$ cat config.mk
export PLATFORM = sky130hd
export DESIGN_NAME = servo_lock_driver
export DESIGN_NICKNAME = d
export VERILOG_FILES = /design/src/rtl/servo_lock_driver.sv
export SDC_FILE = /design/constraint.sdc
export NUM_CORES = 1
export LEC_CHECK = 0
export BUFFER_PORTS_ARGS = -buffer_cell sky130_fd_sc_hd__buf_4
export CAP_MARGIN = 15
export CORE_ASPECT_RATIO = 0.7
export CORE_MARGIN = 3
export CORE_UTILIZATION = 65
export DETAILED_ROUTE_END_ITERATION = 7
export HOLD_SLACK_MARGIN = 0.15
export PLACE_DENSITY = 0.93
export SLEW_MARGIN = 20
export SYNTH_ARGS = -nofsm -noshare
export SYNTH_HDL_FRONTEND = slang
export SYNTH_SLANG_ARGS = --single-unit
$ cat constraint.sdc
create_clock -name clk -period 5.55 [get_ports clk]
set_input_delay 0.2775 -clock clk [delete_from_list [all_inputs] [get_ports clk]]
set_output_delay 0.2775 -clock clk [all_outputs]
set_load 0.01 [all_outputs]
$ cat src/rtl/servo_lock_driver.sv
// servo_lock_driver
// Drives a hobby servo that actuates a lock. A fixed-length PWM frame is
// generated continuously. The pulse width ramps one step per frame toward
// the open or closed position. The open position is held for a limited number
// of frames before a forced relock. Every decision is taken on the frame
// boundary, so each emitted pulse is a whole, clean pulse.
module servo_lock_driver #(
  parameter int PERIOD_CLKS        = 1000000,
  parameter int PW_CLOSED_CLKS     = 50000,
  parameter int PW_OPEN_CLKS       = 100000,
  parameter int STEP_CLKS          = 1000,
  parameter int AUTO_RELOCK_FRAMES = 250
) (
  input  logic clk,
  input  logic rst,
  input  logic lock_open,
  output logic servo_pwm,
  output logic at_closed,
  output logic at_open,
  output logic moving,
  output logic relock_pulse
);

  // Counter width covers 0..PERIOD_CLKS-1. Every pulse width is below
  // PERIOD_CLKS, so the pulse width fits the same width.
  localparam int CW = (PERIOD_CLKS > 1) ? $clog2(PERIOD_CLKS) : 1;
  // The dwell width always has at least one bit, even when auto-relock is disabled.
  localparam int DW = $clog2(AUTO_RELOCK_FRAMES + 2);

  localparam logic [CW-1:0] CNT_LAST    = CW'(PERIOD_CLKS - 1);
  localparam logic [CW-1:0] PW_CLOSED   = CW'(PW_CLOSED_CLKS);
  localparam logic [CW-1:0] PW_OPEN     = CW'(PW_OPEN_CLKS);
  localparam int unsigned   STEP_U      = STEP_CLKS;
  localparam logic [DW-1:0] DWELL_LIMIT = DW'(AUTO_RELOCK_FRAMES);
  localparam logic [DW-1:0] DWELL_MAX   = {DW{1'b1}};
  localparam logic          RELOCK_EN   = (AUTO_RELOCK_FRAMES != 0);

  typedef enum logic [1:0] {
    ST_CLOSED  = 2'd0,
    ST_OPENING = 2'd1,
    ST_OPEN    = 2'd2,
    ST_CLOSING = 2'd3
  } state_t;

  // Move cur one step toward tgt and clamp at tgt. The step is never
  // added to or subtracted from cur unless the remaining gap is larger than
  // the step. This rules out overshoot and underflow.
  function automatic logic [CW-1:0] step_toward(input logic [CW-1:0] cur,
                                                input logic [CW-1:0] tgt);
    logic [CW-1:0] res;
    int unsigned   gap;
    res = cur;
    gap = 32'd0;
    if (cur < tgt) begin
      gap = 32'(tgt - cur);
      if (gap <= STEP_U) begin
        res = tgt;
      end else begin
        res = cur + CW'(STEP_CLKS);
      end
    end else if (cur > tgt) begin
      gap = 32'(cur - tgt);
      if (gap <= STEP_U) begin
        res = tgt;
      end else begin
        res = cur - CW'(STEP_CLKS);
      end
    end else begin
      res = cur;
    end
    return res;
  endfunction

  logic [CW-1:0] r_cnt;
  logic [CW-1:0] r_pw;
  state_t        r_state;
  logic [DW-1:0] r_dwell;
  logic          r_timed_out;
  logic          r_servo_pwm;
  logic          r_relock_pulse;
  logic          r_at_closed;
  logic          r_at_open;
  logic          r_moving;

  logic          w_boundary;
  logic          w_target_open;
  logic [CW-1:0] w_target;
  logic [CW-1:0] w_pw_next;
  state_t        w_state_next;
  logic [DW-1:0] w_dwell_inc;
  logic          w_relock_fire;

  // Next-frame decisions: target, stepped pulse width, FSM successor, relock trigger
  always_comb begin
    w_boundary    = (r_cnt == CNT_LAST);
    w_target_open = lock_open & ~r_timed_out;
    if (w_target_open) begin
      w_target = PW_OPEN;
    end else begin
      w_target = PW_CLOSED;
    end
    w_pw_next = step_toward(r_pw, w_target);

    w_state_next = r_state;
    case (r_state)
      ST_CLOSED: begin
        if (w_target_open) begin
          w_state_next = ST_OPENING;
        end else begin
          w_state_next = ST_CLOSED;
        end
      end
      ST_OPENING: begin
        if (!w_target_open) begin
          w_state_next = ST_CLOSING;
        end else if (w_pw_next == PW_OPEN) begin
          w_state_next = ST_OPEN;
        end else begin
          w_state_next = ST_OPENING;
        end
      end
      ST_OPEN: begin
        if (!w_target_open) begin
          w_state_next = ST_CLOSING;
        end else begin
          w_state_next = ST_OPEN;
        end
      end
      ST_CLOSING: begin
        if (w_target_open) begin
          w_state_next = ST_OPENING;
        end else if (w_pw_next == PW_CLOSED) begin
          w_state_next = ST_CLOSED;
        end else begin
          w_state_next = ST_CLOSING;
        end
      end
      default: begin
        w_state_next = ST_CLOSED;
      end
    endcase

    // Saturate so that the counter never wraps when auto-relock is disabled
    if (r_dwell == DWELL_MAX) begin
      w_dwell_inc = r_dwell;
    end else begin
      w_dwell_inc = r_dwell + DW'(1);
    end

    // Relock only fires on a boundary where the lock stays open
    w_relock_fire = w_boundary & RELOCK_EN & (r_state == ST_OPEN) &
                    w_target_open & (w_dwell_inc == DWELL_LIMIT);
  end

  // Frame counter, PWM, FSM, dwell/timeout tracking and registered status outputs
  always_ff @(posedge clk) begin
    if (rst) begin
      r_cnt          <= '0;
      r_pw           <= PW_CLOSED;
      r_state        <= ST_CLOSED;
      r_dwell        <= '0;
      r_timed_out    <= 1'b0;
      r_servo_pwm    <= 1'b0;
      r_relock_pulse <= 1'b0;
      r_at_closed    <= 1'b1;
      r_at_open      <= 1'b0;
      r_moving       <= 1'b0;
    end else begin
      if (w_boundary) begin
        r_cnt <= '0;
      end else begin
        r_cnt <= r_cnt + CW'(1);
      end
      r_servo_pwm    <= (r_cnt < r_pw);
      r_relock_pulse <= w_relock_fire;

      if (w_boundary) begin
        r_pw        <= w_pw_next;
        r_state     <= w_state_next;
        r_at_closed <= (w_state_next == ST_CLOSED);
        r_at_open   <= (w_state_next == ST_OPEN);
        r_moving    <= (w_state_next == ST_OPENING) || (w_state_next == ST_CLOSING);

        if ((w_state_next == ST_OPEN) && (r_state != ST_OPEN)) begin
          r_dwell <= '0;
        end else if (r_state == ST_OPEN) begin
          r_dwell <= w_dwell_inc;
        end else begin
          r_dwell <= r_dwell;
        end

        // The timeout is latched until a boundary sees the open request withdrawn
        if (!lock_open) begin
          r_timed_out <= 1'b0;
        end else if (w_relock_fire) begin
          r_timed_out <= 1'b1;
        end else begin
          r_timed_out <= r_timed_out;
        end
      end
    end
  end

  assign servo_pwm    = r_servo_pwm;
  assign relock_pulse = r_relock_pulse;
  assign at_closed    = r_at_closed;
  assign at_open      = r_at_open;
  assign moving       = r_moving;

endmodule

-- Word-level counts from Yosys, hierarchy flattened
Index checks and enable logic that the tools add are counted.
- bits in registers: 56
- input port bits: 3
- mux-type cells: 17
- equality and inequality tests: 13
- $lt $le $gt $ge: 5
- add/sub/neg operators: 6
- bitwise gates (word level): 5
- reductions and logical operators: 8
- operators with widths (kind ; number):
    $mux W20 ; 4
    $le A32 B10 Y1 const B ; 2
    $sub A20 B20 Y21 ; 2
    $lt A20 B20 Y1 ; 2
    $mux W8 ; 3
    $add A20 B1 Y20 const B ; 1
    $add A20 B10 Y20 const B ; 1
    $eq A20 B16 Y1 const B ; 1
    $eq A20 B17 Y1 const B ; 1
    $eq A20 B20 Y1 const B ; 1
    $gt A20 B20 Y1 ; 1
    $sub A20 B10 Y20 const B ; 1
    $mux W17 ; 1
    $eq A8 B8 Y1 const B ; 2
    $add A8 B1 Y8 const B ; 1
    $eq A2 B2 Y1 const B ; 4
    $mux W2 ; 4
    $pmux W2 S4 ; 1
    $and A1 B1 Y1 ; 4
    $eq A2 B1 Y1 const B ; 2
    $logic_not A2 Y1 ; 2
    $mux W1 ; 4
    $reduce_and A2 Y1 ; 2
    $ne A2 B1 Y1 const B ; 1
    6 further kinds ; 6

-- Logic depth before layout (Yosys ltp)
Gate-level depths: netlist of run 1.
- depth in word-level cells: 16
- depth in mapped cells: 18

-- Worst setup path after synthesis of run 1
No wires, ideal clock.
- path type: flip-flop to flip-flop
- from: register r_timed_out
- to: register r_dwell[4]
- library setup time: 127 ps
- buffers on the path: 0
- stages on the path, launching flop included: 17
- data required time: 5423 ps
- arrival time: 4007 ps
- slack: 1416 ps
- cell sequence: dfxtp_1 > nand2b_1 > ha_1 > inv_1 > fa_1 > a211o_1 > and3_1 > mux2_2 > a2111o_1 > and4bb_2 > nand2_1 > a21oi_1 > o221ai_1 > nor4_2 > nand4_4 > o21ai_4 > o32ai_1
- longest elaborated chain between the ends: 16
- RTL lines (element ; RTL line ; text):
    start, declared ; 78 ; logic r_timed_out;
    start signal, assigned ; 198 ; r_timed_out <= r_timed_out;
    $not A1 Y1 (*) ; 96 ; w_target_open = lock_open & ~r_timed_out;
    $and A1 B1 Y1 (*) ; 96 ;
    $mux W17 ; 97 ; if (w_target_open) begin
    $sub A20 B20 Y21 ; 62 ; gap = 32'(cur - tgt);
    $le A32 B10 Y1 ; 63 ; if (gap <= STEP_U) begin
    $mux W20 ; 63 ;
    $mux W20 ; 61 ; end else if (cur > tgt) begin
    $mux W20 ; 54 ; if (cur < tgt) begin
    $eq A20 B16 Y1 / $eq A20 B17 Y1 (equally long branches) ; 132, 116 ;
    $mux W2, on equally long branches ; 132, 116 ;
    $mux W2, on equally long branches ; 130, 114 ;
    $pmux W2 S4 (*) ; 105 ; case (r_state)
    $eq A2 B2 Y1 (*) ; 184 ; if ((w_state_next == ST_OPEN) && (r_state != ST_OPEN)) begin
    $logic_and A1 B1 Y1 (*) ; 184 ;
    $reduce_bool A2 Y1 (no source line) ; n/a ;
    $reduce_and A2 Y1 (no source line) ; n/a ;
    end signal, assigned ; 187 ; r_dwell <= w_dwell_inc;
    end signal, assigned ; 189 ; r_dwell <= r_dwell;
    end, declared ; 77 ; logic [DW-1:0] r_dwell;
Every way passes the cells marked *; elsewhere a longest branch is shown, timed or not.
A chain may end at the register's enable or synchronous reset.

-- Worst setup path after layout of run 1
- from: register r_timed_out
- to: register r_state[0]
- longest elaborated chain between the ends: 12
- RTL lines (element ; RTL line ; text):
    $not A1 Y1 (*) ; 96 ;
    $and A1 B1 Y1 (*) ; 96 ;
    $mux W17 ; 97 ;
    $sub A20 B20 Y21 ; 62 ;
    $le A32 B10 Y1 ; 63 ;
    $mux W20 ; 63 ;
    $mux W20 ; 61 ;
    $mux W20 ; 54 ;
    $eq A20 B16 Y1 / $eq A20 B17 Y1 (equally long branches) ; 132, 116 ;
    $mux W2, on equally long branches ; 132, 116 ;
    $mux W2, on equally long branches ; 130, 114 ;
    $pmux W2 S4 (*) ; 105 ;
    end signal, assigned ; 179 ; r_state <= w_state_next;
    end, declared ; 76 ; state_t r_state;
Marked as above.

==> impl_results.md, run 1 <==
- CTS H-tree lvls: 2
- Crit-path cells: nand2b_1 > buf_4 > ha_1 > nand4_2 > a21o_1 > a221oi_1 > a31oi_1 > nor4_4 > nand2_1 > a21oi_1 > o221ai_1 > nor4_1 > nand4_1 > o211ai_1 > o22ai_1
- EDFF count, synth: 0
- Min cycle time layout: 5.19 ns
- Clk buf depth: 2
- Top-count cell post-synth: nor2_1
- Synth async-reset ratio: 0
- Worst path arrival time: 5.35 ns
- Number of remaining DRC errors: 0
- Initial Utilization: 0.683
- Clock Pin Slew Worst Setup and Hold Paths: 0.08 ns
- Largest net degree at the start of global routing: 28
- Row Count: 27
- WL final: 17700 um
- CP Max Fanout: 18
- Post-DP HPWL: 13100 um
- Initial DRT Pass Iterations: 7
- Max VDD drop: 196 uV
- Switching Power: 258 uW
- CTS Hold Bufs: 0
- Area Overhead vs Synth: 3.46%
- Clock Root Buffer: clkbuf_16
- Vias in the first global route: 5531
- Gr ovfl total: 0
- Crit path buffers/inverters: 1
- Worst Path Class, Setup: reg2reg
- TritonCTS clock tree: built
- Syn Area/Cell: 7.79 sq um
- Distinct cells, synth: 90
- Chip height: 82.9 um
- Synth area leaders: dfxtp_1 (20%), ha_1 (9.1%), xnor2_1 (5.1%)
- Power density over the cells: 155 nW/um^2
- Synth top area share: 0.204
- LEAKAGE: 0.00218 uW
- Synth warn: 0
- Power, Total: 883 uW
- Combinational power share: 0.158
- GPL Wtd Cong: 1.05
- Most used DFF post-synth: dfxtp_1
- Max_slew headroom: 0.399
- Most area-hungry cell type in the Yosys netlist: dfxtp_1
- Max incr delay on CP: 0.67 ns
- CP Capture Type: register
- Clk sinks: 56
- Worst path slowest cell: ha_1
- ANT nets after route: 0
- First-pass GRT wire length: 28800 um
- Final core occ: 0.707
- Crit start category: register
- Mapped Nets: 749
- Final period utilization: 0.935
- GRT Overall Usage: 0.367
- P_int: 625 uW
- Net Sw Frac: 0.292
- Avg Vias per Cell: 7.49
- # resized after CTS: 0
- Tightest hold margin: 0.261 ns
- Synth top cells by count: nor2_1 (68), dfxtp_1 (56), nand2_1 (48), a21oi_1 (42), ha_1 (40)
- Fill cell count: 654
- Slew Limit Fails: 0
- Worst slew pin tran: 0.902 ns
- CTS buffer count: 5
- Die ar.: 9600 sq um
- N_diodes: 0
- Setup TNS: 0 ns
- IO Port Bufs: 7
- Die W: 116 um
- Hold Path Class: in2reg
- IO Pins: 8
- Layout cells sized above 1: 0.0988
- Antenna violations before repair: 0
- Final net count: 731
- Seq/Total Area, Yosys: 0.204
- Final Setup Violations: 0
- Core Region: 8040 sq um
- Final Hold Fails: 0
- Mapped Area: 5490 sq um
- Clock Power Share: 0.379
- RSZ-0062 raised after global routing: false
- Initial drt markers: 1008
- Wire per inst: 22.4 um
- Max-cap viol count: 0
- Skew final: 0.00668 ns
- Cell family with most CP delay: simple AND/OR/NAND/NOR gates
- Vias after detailed routing: 5907
- CP required: 5.71 ns
- #FFs+latches synth: 56
- Flop pwr share: 0.463
- Cells after Synth: 705
- Clk_lat worst skew: 0.30 ns
- Outcome: complete, no violations
- Post-CTS setup repair buffer count: 0
- Fmax: 0.193 GHz
[cells by family after synthesis]
logic type	Yosys count	synth area share
flip-flops	56	0.204
AND/OR/NAND/NOR	284	0.285
XOR/XNOR	43	0.0686
adder cells (fa/ha/maj)	42	0.0966
multiplexers	5	0.0103
AO/OA/AOI/OAI	202	0.277
buffers and inverters	73	0.0581
[registers in the layout, indices dropped and copies added, names as in the netlist]
signal        cells
relock_pulse      1
at_open           1
r_dwell           8
r_pw             20
at_closed         1
r_timed_out       1
moving            1
r_state           2
servo_pwm         1
r_cnt            20
[final timing paths]
kind / startpoint / end / slack (ns) / depth (start not counted)
worst min-delay path: lock_open / r_timed_out / 0.26 / 2
worst min register to register: at_open / at_open / 0.48 / 2
worst max register to register: r_timed_out / r_state[0] / 0.36 / 15
worst max-delay path: r_timed_out / r_state[0] / 0.36 / 15
[cell type report]
cell class	count	area [sq um]	area share
Inverter	34	128	0.0225
Multi-Input combinational cell	576	4050	0.713
Clock inverter	3	25.0	0.00441
Timing Repair Buffer	14	105	0.0185
Tap cell	101	126	0.0222
Clock buffer	5	125	0.0220
Sequential cell	56	1120	0.197
[worst register-to-register path, stage by stage, from the launching register on]
cell and delay (ns):
dfxtp_1 0.32, nand2b_1 0.28, buf_4 0.26, ha_1 0.68, nand4_2 0.40, a21o_1 0.35
a221oi_1 0.29, a31oi_1 0.14, nor4_4 0.45, nand2_1 0.25, a21oi_1 0.26, o221ai_1 0.23
nor4_1 0.54, nand4_1 0.23, o211ai_1 0.26, o22ai_1 0.11
[layer usage]
metal / vias to the layer above / global-route usage / share of wire
met4: 0 / 0.126 / 0.037
li1: 2611 / - / -
met2: 474 / 0.528 / 0.41
met3: 95 / 0.0750 / 0.14
met1: 2727 / 0.540 / 0.41
met5: - / 0 / 0
[power groups by stage]
stage | clock [uW] | sequential [uW] | combinational [uW]
final | 335 | 409 | 139
after global routing | 351 | 410 | 150
after CTS | 331 | 409 | 134
after detailed placement | 0 | 418 | 133
after global placement | 0 | 418 | 130
after floorplan | 0 | 417 | 106
[layout by cell type, fill, tap and decap left out, types with 5 or more instances in the layout]
cell type,netlist,routed
nor4_1,12,12
inv_1,30,30
buf_4,3,14
nor3_1,21,21
xor2_1,11,11
a21oi_1,42,42
a31oi_1,9,9
ha_1,40,40
nand4_1,13,13
and3_1,24,24
nand2_1,48,48
o22ai_1,11,11
o211ai_1,9,9
and2_1,8,8
or3_1,7,7
a22oi_1,5,5
xnor2_1,32,32
a21o_1,21,21
nand3_1,37,37
nor2_1,68,68
a211oi_1,10,10
clkbuf_16,0,5
dfxtp_1,56,56
nand2b_1,7,7
a211o_1,5,5
o21ai_0,24,24
a311oi_1,5,5
[metrics by stage]
stage	instances	cell area, sq um	setup WS, ns
CTS	789	5680	0.656
detailed placement	781	5530	0.684
finish	789	5680	0.363
global route	789	5680	0.231
floorplan	705	5490	1.42
global placement	781	5530	0.792
Power figures use the tool's default switching activity.
==> run 2: changes to the inputs <==
Settings changed: ABC_CLOCK_PERIOD_IN_PS set to 5550, BUFFER_PORTS_ARGS -buffer_cell sky130_fd_sc_hd__buf_4 to -buffer_cell sky130_fd_sc_hd__buf_2.
==> impl_results.md, run 2 (synthesized netlist as in run 1, its figures left out) <==
- Clock Pin Slew Worst Setup and Hold Paths: 0.08 ns (about the same)
- Final period utilization: 0.934 (was 0.935)
- Crit start category: register (unchanged)
- CTS buffer count: 5 (unchanged)
- Worst path arrival time: 5.36 ns (was 5.35 ns)
- Clock Power Share: 0.383 (was 0.379)
- Crit path from: r_timed_out (unchanged)
- Initial drt markers: 977 (was 1008)
- Vias after detailed routing: 5894 (was 5907)
- Worst slew pin tran: 0.950 ns (was 0.902 ns)
- CTS H-tree lvls: 2 (unchanged)
- IO Pins: 8 (unchanged)
- ANT nets after route: 0 (unchanged)
- Commonest non-fill, non-tap cells in the layout: nor2_1 (68), dfxtp_1 (56), nand2_1 (48), a21oi_1 (42), ha_1 (40) (unchanged)
- Die ar.: 9600 sq um (unchanged)
- CP Max Fanout: 10 (was 18)
- Fmax: 0.193 GHz (about the same)
- Chip height: 82.9 um (unchanged)
- Final Setup Violations: 0 (unchanged)
- TritonCTS clock tree: built (unchanged)
- GPL Wtd Cong: 1.05 (about the same)
- Avg Vias per Cell: 7.46 (was 7.49)
- RSZ-0062 raised after global routing: false (unchanged)
- Final Hold Fails: 0 (unchanged)
- Core Region: 8040 sq um (unchanged)
- Layout cells sized above 1: 0.100 (was 0.0988)
- Pre-CTS setup slack: 0.572 ns (was 0.684 ns)
- Worst Path Class, Setup: reg2reg (unchanged)
- Slew Limit Fails: 0 (unchanged)
- Initial DRT Pass Iterations: 6 (was 7)
- Combinational power share: 0.157 (was 0.158)
- Switching Power: 261 uW (was 258 uW)
- Min cycle time layout: 5.18 ns (was 5.19 ns)
- Most common cell after layout, fill and taps aside: nor2_1 (unchanged)
- Post-CTS setup repair buffer count: 0 (unchanged)
- First-pass GRT wire length: 28500 um (was 28800 um)
- Clock Root Buffer: clkbuf_16 (unchanged)
- Clk sinks: 56 (unchanged)
- Antenna violations before repair: 0 (unchanged)
- Clk_lat worst skew: 0.30 ns (about the same)
- Outcome: complete, no violations (unchanged)
- Number of remaining DRC errors: 0 (unchanged)
- Power density over the cells: 157 nW/um^2 (was 155 nW/um^2)
- P_int: 628 uW (was 625 uW)
- GRT Overall Usage: 0.367 (about the same)
- Net Sw Frac: 0.293 (was 0.292)
- N_diodes: 0 (unchanged)
- LEAKAGE: 0.00219 uW (was 0.00218 uW)
- Max VDD drop: 121 uV (was 196 uV)
- Top Registers: r_cnt: 20 flops, r_pw: 20 flops, r_dwell: 8 flops (unchanged)
- Row Count: 27 (unchanged)
- Area Overhead vs Synth: 3.35% (was 3.46%)
- Clk buf depth: 2 (unchanged)
- Flop pwr share: 0.460 (was 0.463)
- Post-DP HPWL: 12900 um (was 13100 um)
- Max_slew headroom: 0.367 (was 0.399)
- Fill cell count: 624 (was 654)
- Skew final: 0.00645 ns (was 0.00668 ns)
- CP Capture Type: register (unchanged)
- Min-delay src: lock_open (unchanged)
- WL final: 17700 um (about the same)
- Die W: 116 um (unchanged)
- Initial Utilization: 0.683 (unchanged)
- # resized after CTS: 0 (unchanged)
- CP required: 5.72 ns (was 5.71 ns)
- Wire per inst: 22.4 um (about the same)
- Worst Slack Setup Final: 0.367 ns (was 0.363 ns)
- Final net count: 732 (was 731)
- Max-cap viol count: 0 (unchanged)
- Gr ovfl total: 0 (unchanged)
- Setup TNS: 0 ns (unchanged)
- CTS Hold Bufs: 0 (unchanged)
- Worst r2r src: r_timed_out (unchanged)
- Vias in the first global route: 5451 (was 5531)
- Largest net degree at the start of global routing: 28 (unchanged)
- Hold Path Class: in2reg (unchanged)
- IO Port Bufs: 7 (unchanged)
-- run 2: cell types whose count changed in the layout (fill, tap and decap cells not counted), sizes merged --
cell | before | now
buf | 14 | 15
clkinvlp | 1 | 0
inv | 35 | 36
-- run 2: stage by stage --
step	cells	util	power [uW]	instance area (sq um)	hold slack (ns)
floorplan	705	-	523	5490	0.437
global placement	782	0.687	547	5520	0.454
detailed placement	782	0.687	551	5520	0.467
CTS	790	0.706	883	5670	0.286
global route	790	0.706	919	5670	0.299
finish	790	0.706	889	5670	0.282
-- run 2: cell type report --
type / count / area (sq um) / share of cell area
timing repair buffer: 15 / 95.1 / 0.0168
sequential: 56 / 1120 / 0.198
clock buffer: 5 / 125 / 0.0221
multi-input combinational: 576 / 4050 / 0.714
tap: 101 / 126 / 0.0223
clock inverter: 3 / 28.8 / 0.00507
inverter: 34 / 128 / 0.0225
-- run 2: final timing paths --
kind	depth (start not counted)	endpoint	slack (ns)
hold / removal	2	r_timed_out	0.28
setup reg to reg	17	moving	0.37
setup / recovery	17	moving	0.37
hold reg to reg	2	at_open	0.47
-- run 2: critical path: stages, from the launching register on --
cell	delay [ns]
dfxtp_1	0.34
nand2b_1	0.29
buf_4	0.26
ha_1	0.20
inv_1	0.07
fa_1	0.45
a211o_1	0.33
and3_1	0.19
mux2_2	0.27
a2111o_1	0.32
and4bb_2	0.42
nand3_1	0.19
o311ai_0	0.60
a21oi_1	0.22
a2111oi_2	0.34
nand4_1	0.21
o211ai_1	0.27
o22ai_1	0.10
-- run 2: metal layers --
| metal | part of all wire | routed length [um] | vias up | global-route usage |
|---|---|---|---|---|
| met5 | 0.0026 | 46 | - | 0.0389 |
| met4 | 0.039 | 691 | 2 | 0.153 |
| met3 | 0.14 | 2560 | 95 | 0.117 |
| met2 | 0.41 | 7180 | 486 | 0.510 |
| met1 | 0.41 | 7200 | 2689 | 0.517 |
| li1 | - | - | 2622 | - |
-- run 2: power by group through the flow --
| stage | Clock (uW) | Combinational (uW) | Sequential (uW) |
|---|---|---|---|
| detailed placement | 0 | 132 | 418 |
| finish | 341 | 139 | 409 |
| CTS | 341 | 133 | 409 |
| floorplan | 0 | 106 | 417 |
| global placement | 0 | 129 | 418 |
| global route | 361 | 149 | 410 |
